[src/rtl/mem_req_arbiter_pkg.sv]
// mem_req_arbiter_pkg: shared memory request/response types and arbiter state encoding.
package ShellTypes;
  localparam int NUM_MEM_CLIENTS = 2;
  localparam int ADDR_W = 16;
  localparam int DATA_W = 32;
  typedef struct packed {
    logic              valid;
    logic              isWrite;
    logic [ADDR_W-1:0] addr;
    logic [DATA_W-1:0] data;
  } MemReq;
  typedef struct packed {
    logic              valid;
    logic [DATA_W-1:0] data;
  } MemResp;
  typedef enum logic [1:0] {IDLE, OWN0, OWN1} ArbState;
endpackage

[src/rtl/mem_req_arbiter_fifo.sv]
// mem_req_arbiter_fifo: 2**LOG_DEPTH entry FIFO, show-ahead head, extra pointer bit tells full from empty.
module mem_req_arbiter_fifo #(
  parameter int WIDTH = 1,
  parameter int LOG_DEPTH = 4
) (
  input  logic             clk,
  input  logic             rst,
  input  logic             i_push,
  input  logic [WIDTH-1:0] i_din,
  input  logic             i_pop,
  output logic [WIDTH-1:0] o_dout,
  output logic             o_full,
  output logic             o_empty
);
  logic [WIDTH-1:0] r_mem [2**LOG_DEPTH];
  logic [LOG_DEPTH:0] r_wp, r_rp;
  logic w_wr, w_rd;
  assign w_wr = i_push && !o_full;
  assign w_rd = i_pop && !o_empty;
  assign o_empty = r_wp == r_rp;
  assign o_full = (r_wp[LOG_DEPTH] != r_rp[LOG_DEPTH]) && (r_wp[LOG_DEPTH-1:0] == r_rp[LOG_DEPTH-1:0]);
  assign o_dout = r_mem[r_rp[LOG_DEPTH-1:0]];
  always_ff @(posedge clk or posedge rst)
    if (rst) begin
      r_wp <= '0;
      r_rp <= '0;
    end else begin
      if (w_wr) r_wp <= r_wp + 1'b1;
      if (w_rd) r_rp <= r_rp + 1'b1;
    end
  always_ff @(posedge clk)
    if (w_wr) r_mem[r_wp[LOG_DEPTH-1:0]] <= i_din;
endmodule

[src/rtl/mem_req_arbiter.sv]
// mem_req_arbiter: round-robin two-client memory arbiter with owner lock and read-tag response routing.
module mem_req_arbiter
  import ShellTypes::*;
#(
  parameter int LOG_DEPTH = 4
) (
  input  logic                         clk,
  input  logic                         rst,
  input  MemReq  [NUM_MEM_CLIENTS-1:0] req_in,
  output logic   [NUM_MEM_CLIENTS-1:0] req_grant_out,
  output MemResp [NUM_MEM_CLIENTS-1:0] resp_out,
  input  logic   [NUM_MEM_CLIENTS-1:0] resp_grant_in,
  output MemReq                        mem_req_out,
  input  logic                         mem_req_grant_in,
  input  MemResp                       mem_resp_in,
  output logic                         mem_resp_grant_out,
  output logic   [LOG_DEPTH:0]         outstanding_out,
  output logic                         err_out
);
  ArbState r_state, w_nxt;
  logic r_last;
  logic [1:0] w_v, w_elig;
  logic w_cand, w_own, w_pres, w_gnt, w_push, w_pop, w_rv, w_id, w_full, w_empty;
  mem_req_arbiter_fifo #(.WIDTH(1), .LOG_DEPTH(LOG_DEPTH)) u_tags (
    .clk(clk), .rst(rst), .i_push(w_push), .i_din(w_own), .i_pop(w_pop),
    .o_dout(w_id), .o_full(w_full), .o_empty(w_empty)
  );
  always_comb begin
    w_v = {req_in[1].valid, req_in[0].valid};
    w_elig = w_v & ({req_in[1].isWrite, req_in[0].isWrite} | {2{!w_full}});
    w_cand = r_state == OWN0 ? 1'b0 : r_state == OWN1 ? 1'b1 : (&w_v ? !r_last : !w_v[0]);
    // a blocked read yields to the other client without touching the fairness pointer
    w_own = (!w_elig[w_cand] && w_elig[!w_cand]) ? !w_cand : w_cand;
    w_pres = w_elig[w_own] && !rst;
    w_gnt = w_pres && mem_req_grant_in;
    w_push = w_gnt && !req_in[w_own].isWrite;
    mem_req_out = rst ? '0 : req_in[w_own];
    mem_req_out.valid = w_pres;
    req_grant_out = '0;
    req_grant_out[w_own] = w_gnt;
    w_nxt = w_gnt ? (w_v[!w_own] ? (w_own ? OWN0 : OWN1) : IDLE) : w_pres ? (w_own ? OWN1 : OWN0) : IDLE;
    w_rv = mem_resp_in.valid && !w_empty && !rst;
    w_pop = w_rv && resp_grant_in[w_id];
    mem_resp_grant_out = w_pop;
    resp_out = '0;
    resp_out[w_id] = rst ? '0 : mem_resp_in;
    resp_out[w_id].valid = w_rv;
  end
  always_ff @(posedge clk or posedge rst)
    if (rst) begin
      r_state <= IDLE;
      r_last <= 1'b1;
      outstanding_out <= '0;
      err_out <= 1'b0;
    end else begin
      r_state <= w_nxt;
      if (w_gnt) r_last <= w_own;
      if (w_push && !w_pop) outstanding_out <= outstanding_out + 1'b1;
      else if (w_pop && !w_push) outstanding_out <= outstanding_out - 1'b1;
      if (mem_resp_in.valid && w_empty) err_out <= 1'b1;
    end
endmodule
[config.mk]
export PLATFORM = sky130hd
export DESIGN_NAME = mem_req_arbiter
export DESIGN_NICKNAME = d
export VERILOG_FILES = /design/src/rtl/mem_req_arbiter_pkg.sv /design/src/rtl/mem_req_arbiter_fifo.sv /design/src/rtl/mem_req_arbiter.sv
export SDC_FILE = /design/constraint.sdc
export NUM_CORES = 1
export LEC_CHECK = 0
export ABC_CLOCK_PERIOD_IN_PS = 3730
export CORE_ASPECT_RATIO = 0.8
export CORE_MARGIN = 10
export CORE_UTILIZATION = 35
export CTS_CLUSTER_SIZE = 20
export DETAILED_ROUTE_END_ITERATION = 6
export GPL_TIMING_DRIVEN = 0
export PLACE_DENSITY = 0.93
export SLEW_MARGIN = 10
export SYNTH_ARGS = -nofsm -noshare
export SYNTH_HDL_FRONTEND = slang
export SYNTH_SLANG_ARGS = --single-unit
[constraint.sdc]
create_clock -name clk -period 3.73 [get_ports clk]
set_input_delay 0.5595 -clock clk [delete_from_list [all_inputs] [get_ports clk]]
set_output_delay 0.5595 -clock clk [all_outputs]
set_load 0.02 [all_outputs]
; Yosys cells after proc, flatten, opt, wreduce, memory -nomap -nowiden
; Memories as Yosys holds them, arrays and structs flattened.
; Index checks and enable logic that the tools add are counted.
[classes]
reduce_logical = 28
bitwise = 4
muxes = 34
n_lt_le_gt_ge = 7
addsub = 4
eq_ne = 5
[ops]
columns = cell, count
row1 = $mux 49, 3
row2 = $mux 33, 3
row3 = $and 66x66->66, 1
row4 = $bwmux 66, 1
row5 = $demux 33 s1, 2
row6 = $mux 1, 17
row7 = $add 5x1->5 const B, 3
row8 = $logic_and 1x1->1, 15
row9 = $logic_not 1->1, 11
row10 = $lt 1x2->1 const B, 5
row11 = $mux 2, 5
row12 = $mux 5, 2
row13 = $eq 5x5->1, 1
row14 = $sub 5x1->5 const B, 1
row15 = $and 2x2->2, 2
row16 = $eq 4x4->1, 1
row17 = $eq 2x1->1 const B, 1
row18 = $eq 2x2->1 const B, 1
row19 = $ge 1x1->1 const B, 2
row20 = $or 2x2->2, 1
row21 = $reduce_and 2->1, 1
row22 = $reduce_bool 2->1, 1
row23 = $demux 1 s1, 1
row24 = $ne 1x1->1, 1
[word_totals]
n_memories = 1
out_inout_bits = 125
input_bits = 138
register_bits = 19
ram_bits = 16
[mem_list]
columns = name, words, word_bits, read_ports, rd_ports_with_merged_regs, wr, line_no
row1 = u_tags.r_mem, 16, 1, 1, 0, 1, mem_req_arbiter_fifo.sv:15  ; logic [WIDTH-1:0] r_mem [2**LOG_DEPTH];

; Logic depth before layout (Yosys ltp)
; Gate-level depths: netlist of the first run.
[depth]
depth_word = 19
mapped_depth = 16
ltp_nobuf = 13

; By module
; From an unflattened synthesis of the first run, not the netlist that was laid out.
[hier_totals]
cells_unflattened = 413
area_unflattened_um2 = 3480.8
[by_module_without_submodules]
columns = module, cells_each, area_per_inst_um2, instances
row1 = mem_req_arbiter, 310, 2060.7, 1
row2 = mem_req_arbiter_fifo, 103, 1420.1, 1

; Worst setup path after synthesis of the first run
; OpenSTA, ideal clock, no wires.
[synth_timing]
kind = reg-to-reg
startpoint = reg u_tags.r_rp[0]
endpoint = reg outstanding_out[4]
slack_ns = 0.619
synth_period_minus_slack_ns = 3.111
setup_time_ns = 0.130
arrival_ns = 2.981
path_stages_with_launch = 17
path_buffers = 3
cell_sequence = dfrtp_1 -> buf_6 -> xnor2_1 -> nand4_2 -> o31ai_2 -> a21oi_2 -> and3_1 -> buf_2 -> buf_6 -> ha_1 -> inv_1 -> ha_1 -> a21o_1 -> a21oi_1 -> xnor2_1 -> nor2_1 -> xor2_1
[synth_via]
elab_chain_cells = 18
elab_cells_between_ends = 34
classes_between = eq/ne (2) / mux (12) / bitwise (2) / reduce/logical (17) / memory (1)
[synth_rtl]
columns = element, line_no
row1 = from (decl), mem_req_arbiter_fifo.sv:16  ; logic [LOG_DEPTH:0] r_wp, r_rp;
row2 = from (signal assigned), mem_req_arbiter_fifo.sv:29  ; if (w_rd) r_rp <= r_rp + 1'b1;
row3 = $eq 4x4->1 *, mem_req_arbiter_fifo.sv:21  ; assign o_full = (r_wp[LOG_DEPTH] != r_rp[LOG_DEPTH]) && (r_wp[LOG_DEPTH-1:0] == r_rp[LOG_DEPTH-1:0]);
row4 = $logic_and 1x1->1 *, mem_req_arbiter_fifo.sv:21
row5 = $logic_not 1->1 *, mem_req_arbiter.sv:30  ; w_elig = w_v & ({req_in[1].isWrite, req_in[0].isWrite} | {2{!w_full}});
row6 = $or 2x2->2 *, mem_req_arbiter.sv:30
row7 = $and 2x2->2 *, mem_req_arbiter.sv:30
row8 = $mux 1 (implied by the code) (2 in a row), mem_req_arbiter.sv:33  ; w_own = (!w_elig[w_cand] && w_elig[!w_cand]) ? !w_cand : w_cand;
row9 = $logic_not 1->1, mem_req_arbiter.sv:33
row10 = $logic_and 1x1->1, mem_req_arbiter.sv:33
row11 = $mux 1, mem_req_arbiter.sv:33
row12 = $mux 1 (implied by the code) * (2 in a row), mem_req_arbiter.sv:34  ; w_pres = w_elig[w_own] && !rst;
row13 = $logic_and 1x1->1 *, mem_req_arbiter.sv:34
row14 = named net w_pres, mem_req_arbiter.sv:23  ; logic w_cand, w_own, w_pres, w_gnt, w_push, w_pop, w_rv, w_id, w_full, w_empty;
row15 = $logic_and 1x1->1 *, mem_req_arbiter.sv:35  ; w_gnt = w_pres && mem_req_grant_in;
row16 = $logic_and 1x1->1 *, mem_req_arbiter.sv:36  ; w_push = w_gnt && !req_in[w_own].isWrite;
row17 = $logic_not 1->1, mem_req_arbiter.sv:59  ; else if (w_pop && !w_push) outstanding_out <= outstanding_out - 1'b1;
row18 = $logic_and 1x1->1, mem_req_arbiter.sv:59
row19 = $reduce_bool 2->1 (no line), n/a
row20 = to (signal assigned), mem_req_arbiter.sv:58  ; if (w_push && !w_pop) outstanding_out <= outstanding_out + 1'b1;
row21 = to (signal assigned), mem_req_arbiter.sv:59
row22 = to (decl), mem_req_arbiter.sv:17  ; output logic [LOG_DEPTH:0] outstanding_out,
; Mark *: on every way through the listed nets, which the timed path passes. The rest lies on a longest branch. The select of a mux whose other input is x is not followed.
; A chain may end at the register's enable or synchronous reset.

==> flow_metrics.tcl, run 1 <==
set metrics [dict create \
    run_status "complete, no violations" \
    clock.fmax_mhz 286 \
    layout_min_cycle_time_ns 3.50 \
    static-leakage-power_uw 0.00338 \
    hold_viol 0 \
    grt_first_pass_wirelength_um 22900 \
    final.period_utilization_pct 93.9 \
    synth.yosys.seq_area_share_pct 28.0 \
    worst_ep_required_time_ns 3.17 \
    cp_slowest_stage_delay_ns 0.56 \
    reg2reg_to "outstanding_out[4]" \
    first_pass_iters 4 \
    cts_max_level 2 \
    number_of_antenna_violations_at_the_first_check_in_global_routing 0 \
    vdd.ir_drop.worst_mv 0.257 \
    gp_congestion 0.867 \
    num-nets-final 865 \
    fp.coreArea_um2 9610 \
    ff2ff_setup_slack_ns 0.29 \
    synth_area_per_inst_um2 7.67 \
    hold_path_depth 1 \
    layout.cells.most_common_list "clkdlybuf4s50_1, nand2_1, nor2_1" \
    endpoint_arrival_time_on_the_critical_path_ns 2.94 \
    route.detailed.vias_per_inst 4.97 \
    layout-drive-gt1-share_pct 6.83 \
    detail_route.wirelength_um 15800 \
    final_core_utilization_pct 68.0 \
    num_antenna_cells 0 \
    antenna_violating_nets_post_route 0 \
    crit_type "reg2out" \
    clk_transition_reported_paths_ns 0.06 \
    cts_tree "built" \
    seq_cells_post_synth 35 \
    grt_start_max_net_pins 29 \
    first_global_vias 4222 \
    maxCapViolCount 0 \
    crit_path_cell_trace "buf_6 -> mux4_2 -> nand3b_1 -> and4_1 -> clkbuf_1 -> buf_2 -> nor2_1 -> clkdlybuf4s50_1" \
    cp_num_buf_inv 4 \
    clock_skew_ns 0.00534 \
    ys.warnings.count 0 \
    most_frequently_used_flop_master_after_synthesis "dfrtp_1" \
    clock_sink_count 35 \
    most_common_cell_after_layout_fill_and_taps_aside "clkdlybuf4s50_1" \
    clock_tree.root_cell "clkbuf_16" \
    numCtsBuffers 5 \
    io-pin-count 263 \
    hpwl_um 13200 \
    holdPathEnd "err_out" \
    cpMaxStageDelayCell "clkdlybuf4s50_1" \
    initial_core_util_pct 35.6 \
    worst-r2r-cell-count 16 \
    drt-initial-drc-count 219 \
    grt_setup_unrepaired "no" \
    slew_margin_rel_pct 68.4 \
    rr_startpoint "u_tags.r_rp[0]" \
    end_kind "output port" \
    dr_total_vias 4159 \
    setup-tns-final_ns 0 \
    floorplan.die_area_um2 14200 \
    power.density_nw_per_um2 562 \
    synth_async_sr_flop_share_pct 54.3 \
    placementRows 32 \
    final_global_route_overflow_total 0 \
    cell_family_with_the_largest_share_of_critical_path_delay "buffers and inverters" \
    detail_route.drc_violations 0 \
    report.final.slew_viol_count 0 \
    buffer_ports.inserted 262 \
    synth.cell_area_um2 3420 \
    postSynthNetCount 595 \
    post_synth_num_cell_types 45 \
    worstHoldPathType "reg2reg" \
    postSynthCellCount 446 \
    clock_latency_reported_for_the_late_side_of_the_worst_skew_pair_ns 0.28 \
    number_of_buffers_between_clock_root_and_the_deepest_sink 2 \
    worst_setup_path_start_kind "flip-flop" \
    areaGrowthSynthToFinish_pct 91.0 \
    die_span_x_um 131 \
    report.final.setup_viol 0 \
    crit_fanout 10 \
    synth_edf_count 16 \
    cts-hold-fix-buffers 0 \
    combined_global_route_utilization_of_all_metal_layers_pct 20.5 \
    detail_route.wl_per_cell_um 18.9 \
    die_h_um 108 \
    holdCritStartpoint "err_out" \
    actual_transition_at_the_worst_max_transition_pin_ns 0.472 \
]
==> flip-flops by register name, summed over array words and instances (netlist names) <==
name,count
u_tags.r_mem,16
outstanding_out,5
u_tags.r_rp,5
u_tags.r_wp,5
r_state,2
err_out,1
r_last,1
==> metal layers <==
metal / GRT usage, % / vias to the layer above / share of wire (%)
met1: 22.8 / 1913 / 37
met5: 0 / - / 0
met4: 4.04 / 0 / 0.69
met3: 8.12 / 12 / 12
met2: 36.5 / 226 / 51
li1: - / 2008 / -
==> cell families after synthesis <==
group | synth area share [%]
AOI/OAI and AO/OA | 5.74
xor gates and xnor gates | 4.86
adders and majority gates | 4.24
buffers and inverters | 7.31
DFF | 28.0
muxes | 19.0
and+or+nand+nor | 30.9
==> worst max path at each step <==
stage                              start            endpoint  cells after the start
after detailed placement             rst        resp_out[57]                      7
after CTS                 u_tags.r_rp[1]     mem_req_out[43]                     10
after global routing      u_tags.r_rp[1]  outstanding_out[4]                     16
final                     u_tags.r_rp[0]        resp_out[37]                      8
after floorplan           u_tags.r_rp[0]  outstanding_out[4]                     16
after global placement               rst        resp_out[57]                      7
==> synth_stat cells (7+ instances only) <==
master    count  area share (%)
nand2_1     136              15
clkbuf_1     18             2.0
xnor2_1      12             3.1
a21oi_1       7             1.0
xor2_1        7             1.8
ha_1         10             3.7
and3_1       15             2.7
buf_6         7             2.3
nor2_1       73             8.0
dfrtp_1      18              13
inv_1        10             1.1
mux2i_1      51              15
buf_2         7             1.0
edfxtp_1     16              14
==> power by group <==
part	internal [uW]	total (uW)	switching (uW)	leakage, uW
combinational	1170	2600	1420	0.00292
sequential	509	598	89.5	0.000376
clock	315	478	163	0.0000838
total	2000	3670	1680	0.00338
==> stage by stage <==
step | power, uW | hold slack (ns) | cell area [um^2] | cells | setup slack (ns)
after floorplan | 2060 | 0.484 | 3420 | 446 | 0.619
after global placement | 3070 | 0.460 | 6190 | 827 | -0.747
after detailed placement | 3150 | 0.469 | 6190 | 827 | -0.248
after CTS | 3650 | 0.481 | 6370 | 835 | 0.00204
after global routing | 3920 | 0.504 | 6540 | 836 | 0.0349
final | 3670 | 0.472 | 6540 | 836 | 0.229
==> cell type report <==
class                           instances  area [um^2]
Buffer                                 36          219
Fill cell                             735         3070
Sequential cell                        35          957
Multi-Input combinational cell        363         2270
Inverter                               12         45.0
Timing Repair Buffer                  263         2730
Clock inverter                          3         43.8
Clock buffer                            5          125
Tap cell                              119          149
==> repair_timing <==
| action | 4_1_cts | 5_1_grt |
|---|---|---|
| hold endpoints to repair | 0 | 0 |
| pin swaps | 0 | 1 |
| resized for setup | 10 | 53 |
| endpoints found under the setup margin | 45 | 68 |
| buffers inserted | 0 | 1 |
(Power assumes the default switching activity.)
==> run 2: changes to the inputs <==
- CAP_MARGIN: not set -> 20
==> results of run 2 <==
The final DEF is identical to that of run 1; final timing and power are the same.
==> run 3: changes to the inputs <==
- SKIP_LAST_GASP: not set -> 1
==> run 3 against run 2 <==
Against the previous run: clock skew barely moved; sequential share of layout area barely moved; maximum frequency barely moved; routed wire length barely moved; clock-buffer cell count did not move; global-route usage did not move; total power barely moved; final cell count did not move; largest power group unchanged.
==> flow_metrics.tcl, run 3 (synthesized netlist as in run 1, its figures left out) <==
set metrics [dict create \
    actual_transition_at_the_worst_max_transition_pin_ns 0.472 \
    numCtsBuffers 5 \
    detailedPlace.worstSlack_ns -0.248 \
    die_span_x_um 131 \
    cp_slowest_stage_delay_ns 0.56 \
    crit_fanout 10 \
    initial_core_util_pct 35.6 \
    power.density_nw_per_um2 562 \
    worst_ep_required_time_ns 3.17 \
    combined_global_route_utilization_of_all_metal_layers_pct 20.5 \
    areaGrowthSynthToFinish_pct 90.9 \
    buffer_ports.inserted 262 \
    first_pass_iters 4 \
    detail_route.wirelength_um 15700 \
    cp_num_buf_inv 4 \
    detail_route.drc_violations 0 \
    crit_path_cell_trace "buf_6 -> mux4_2 -> nand3b_1 -> and4_1 -> clkbuf_1 -> buf_2 -> nor2_1 -> clkdlybuf4s50_1" \
    number_of_buffers_between_clock_root_and_the_deepest_sink 2 \
    first_global_vias 4222 \
    clock_sink_count 35 \
    cts_max_level 2 \
    setup_ws_ns 0.229 \
    slew_margin_rel_pct 68.4 \
    die_h_um 108 \
    final.period_utilization_pct 93.9 \
    drt-initial-drc-count 218 \
    finalHoldWorstSlack_ns 0.471 \
    dp.cells 827 \
    clock_tree.root_cell "clkbuf_16" \
    run_status "complete, no violations" \
    grt_setup_unrepaired "no" \
    antenna_violating_nets_post_route 0 \
    critical_path_depth 8 \
    dr_wl_met2_um 8020 \
    finish.instance_area_um2 6530 \
    gp_congestion 0.867 \
    number_of_antenna_violations_at_the_first_check_in_global_routing 0 \
    report.final.setup_viol 0 \
    report.final.slew_viol_count 0 \
    cts_tree "built" \
    cts-hold-fix-buffers 0 \
    cpMaxStageDelayCell "clkdlybuf4s50_1" \
    crit_type "reg2out" \
    route.detailed.vias_per_inst 4.97 \
    clock.fmax_mhz 286 \
    worst_setup_path_start_kind "flip-flop" \
    floorplan.die_area_um2 14200 \
    hpwl_um 13200 \
    place_area_um2 6190 \
    wl_met3_um 1810 \
    clk_transition_reported_paths_ns 0.06 \
    placementRows 32 \
    maxCapViolCount 0 \
    num_antenna_cells 0 \
    vdd.ir_drop.worst_mv 0.257 \
    end_kind "output port" \
    hold_viol 0 \
    grt_start_max_net_pins 29 \
    clock_latency_reported_for_the_late_side_of_the_worst_skew_pair_ns 0.28 \
    layout-drive-gt1-share_pct 6.83 \
    final.fill_count 736 \
    layout_min_cycle_time_ns 3.50 \
    worstHoldPathType "reg2reg" \
    top_layer "met4" \
    count_of_non_filler_cells_in_the_finished_layout 836 \
    dr_total_vias 4156 \
    clock_skew_ns 0.00551 \
    io-pin-count 263 \
    worst-r2r-cell-count 16 \
    grt_first_pass_wirelength_um 22900 \
    final_core_utilization_pct 68.0 \
    cell_family_with_the_largest_share_of_critical_path_delay "buffers and inverters" \
    largest_reg_flops 16 \
    fp.coreArea_um2 9610 \
    layout.cells.most_common_list "clkdlybuf4s50_1, nand2_1, nor2_1" \
    num-nets-final 865 \
    hold_path_depth 1 \
    endpoint_arrival_time_on_the_critical_path_ns 2.94 \
    most_common_cell_after_layout_fill_and_taps_aside "clkdlybuf4s50_1" \
    wl_met1_um 5810 \
    static-leakage-power_uw 0.00337 \
    detail_route.wl_per_cell_um 18.8 \
    final_global_route_overflow_total 0 \
]
## run 3: changes by cell type in the layout (fill, tap and decap cells not counted)
cell      before  now
clkbuf_8       1    0
buf_1          2    1
buf_6          7    8
clkbuf_1      13   14
## run 3: final timing paths
kind	to	slack [ns]	from
worst max-delay path	resp_out[37]	0.23	u_tags.r_rp[0]
worst min-delay path	err_out	0.47	err_out
worst max register to register	outstanding_out[4]	0.29	u_tags.r_rp[0]
worst min register to register	err_out	0.47	err_out
max in group asynchronous	r_last	2.30	rst
min in group asynchronous	u_tags.r_wp[1]	1.17	rst
## run 3: metal layers
metal | GRT usage (%) | vias up
met5 | 0 | -
met2 | 36.5 | 224
li1 | - | 2008
met3 | 8.12 | 12
met4 | 4.04 | 0
met1 | 22.8 | 1912
## run 3: area by class of cell
class                      count  area [um^2]  share of cell area, %
timing repair buffer         263         2730                   41.8
clock buffer                   5          125                   1.92
inverter                      12         45.0                  0.690
sequential                    35          957                   14.7
multi-input combinational    363         2270                   34.7
buffer                        36          216                   3.31
clock inverter                 3         43.8                  0.670
tap                          119          149                   2.28
## run 3: what timing repair did
| item | 4_1_cts | 5_1_grt |
|---|---|---|
| cloned | 0 | 0 |
| setup endpoints to repair | 45 | 83 |
| setup buffers | 0 | 1 |
| pin swaps | 0 | 1 |
| resized for setup | 9 | 54 |
## run 3: where the power goes
part / total, uW / internal (uW) / switching (uW) / leakage (uW)
Combinational: 2600 / 1170 / 1420 / 0.00291
Sequential: 598 / 509 / 89.7 / 0.000376
Clock: 478 / 315 / 163 / 0.0000838
## run 3: per-stage QoR
stage / total power, uW / setup TNS [ns]
after floorplan: 2060 / 0
after global placement: 3070 / -11.38
after detailed placement: 3150 / -3.33
after CTS: 3650 / -0.0651
after global routing: 3920 / 0
final: 3670 / 0
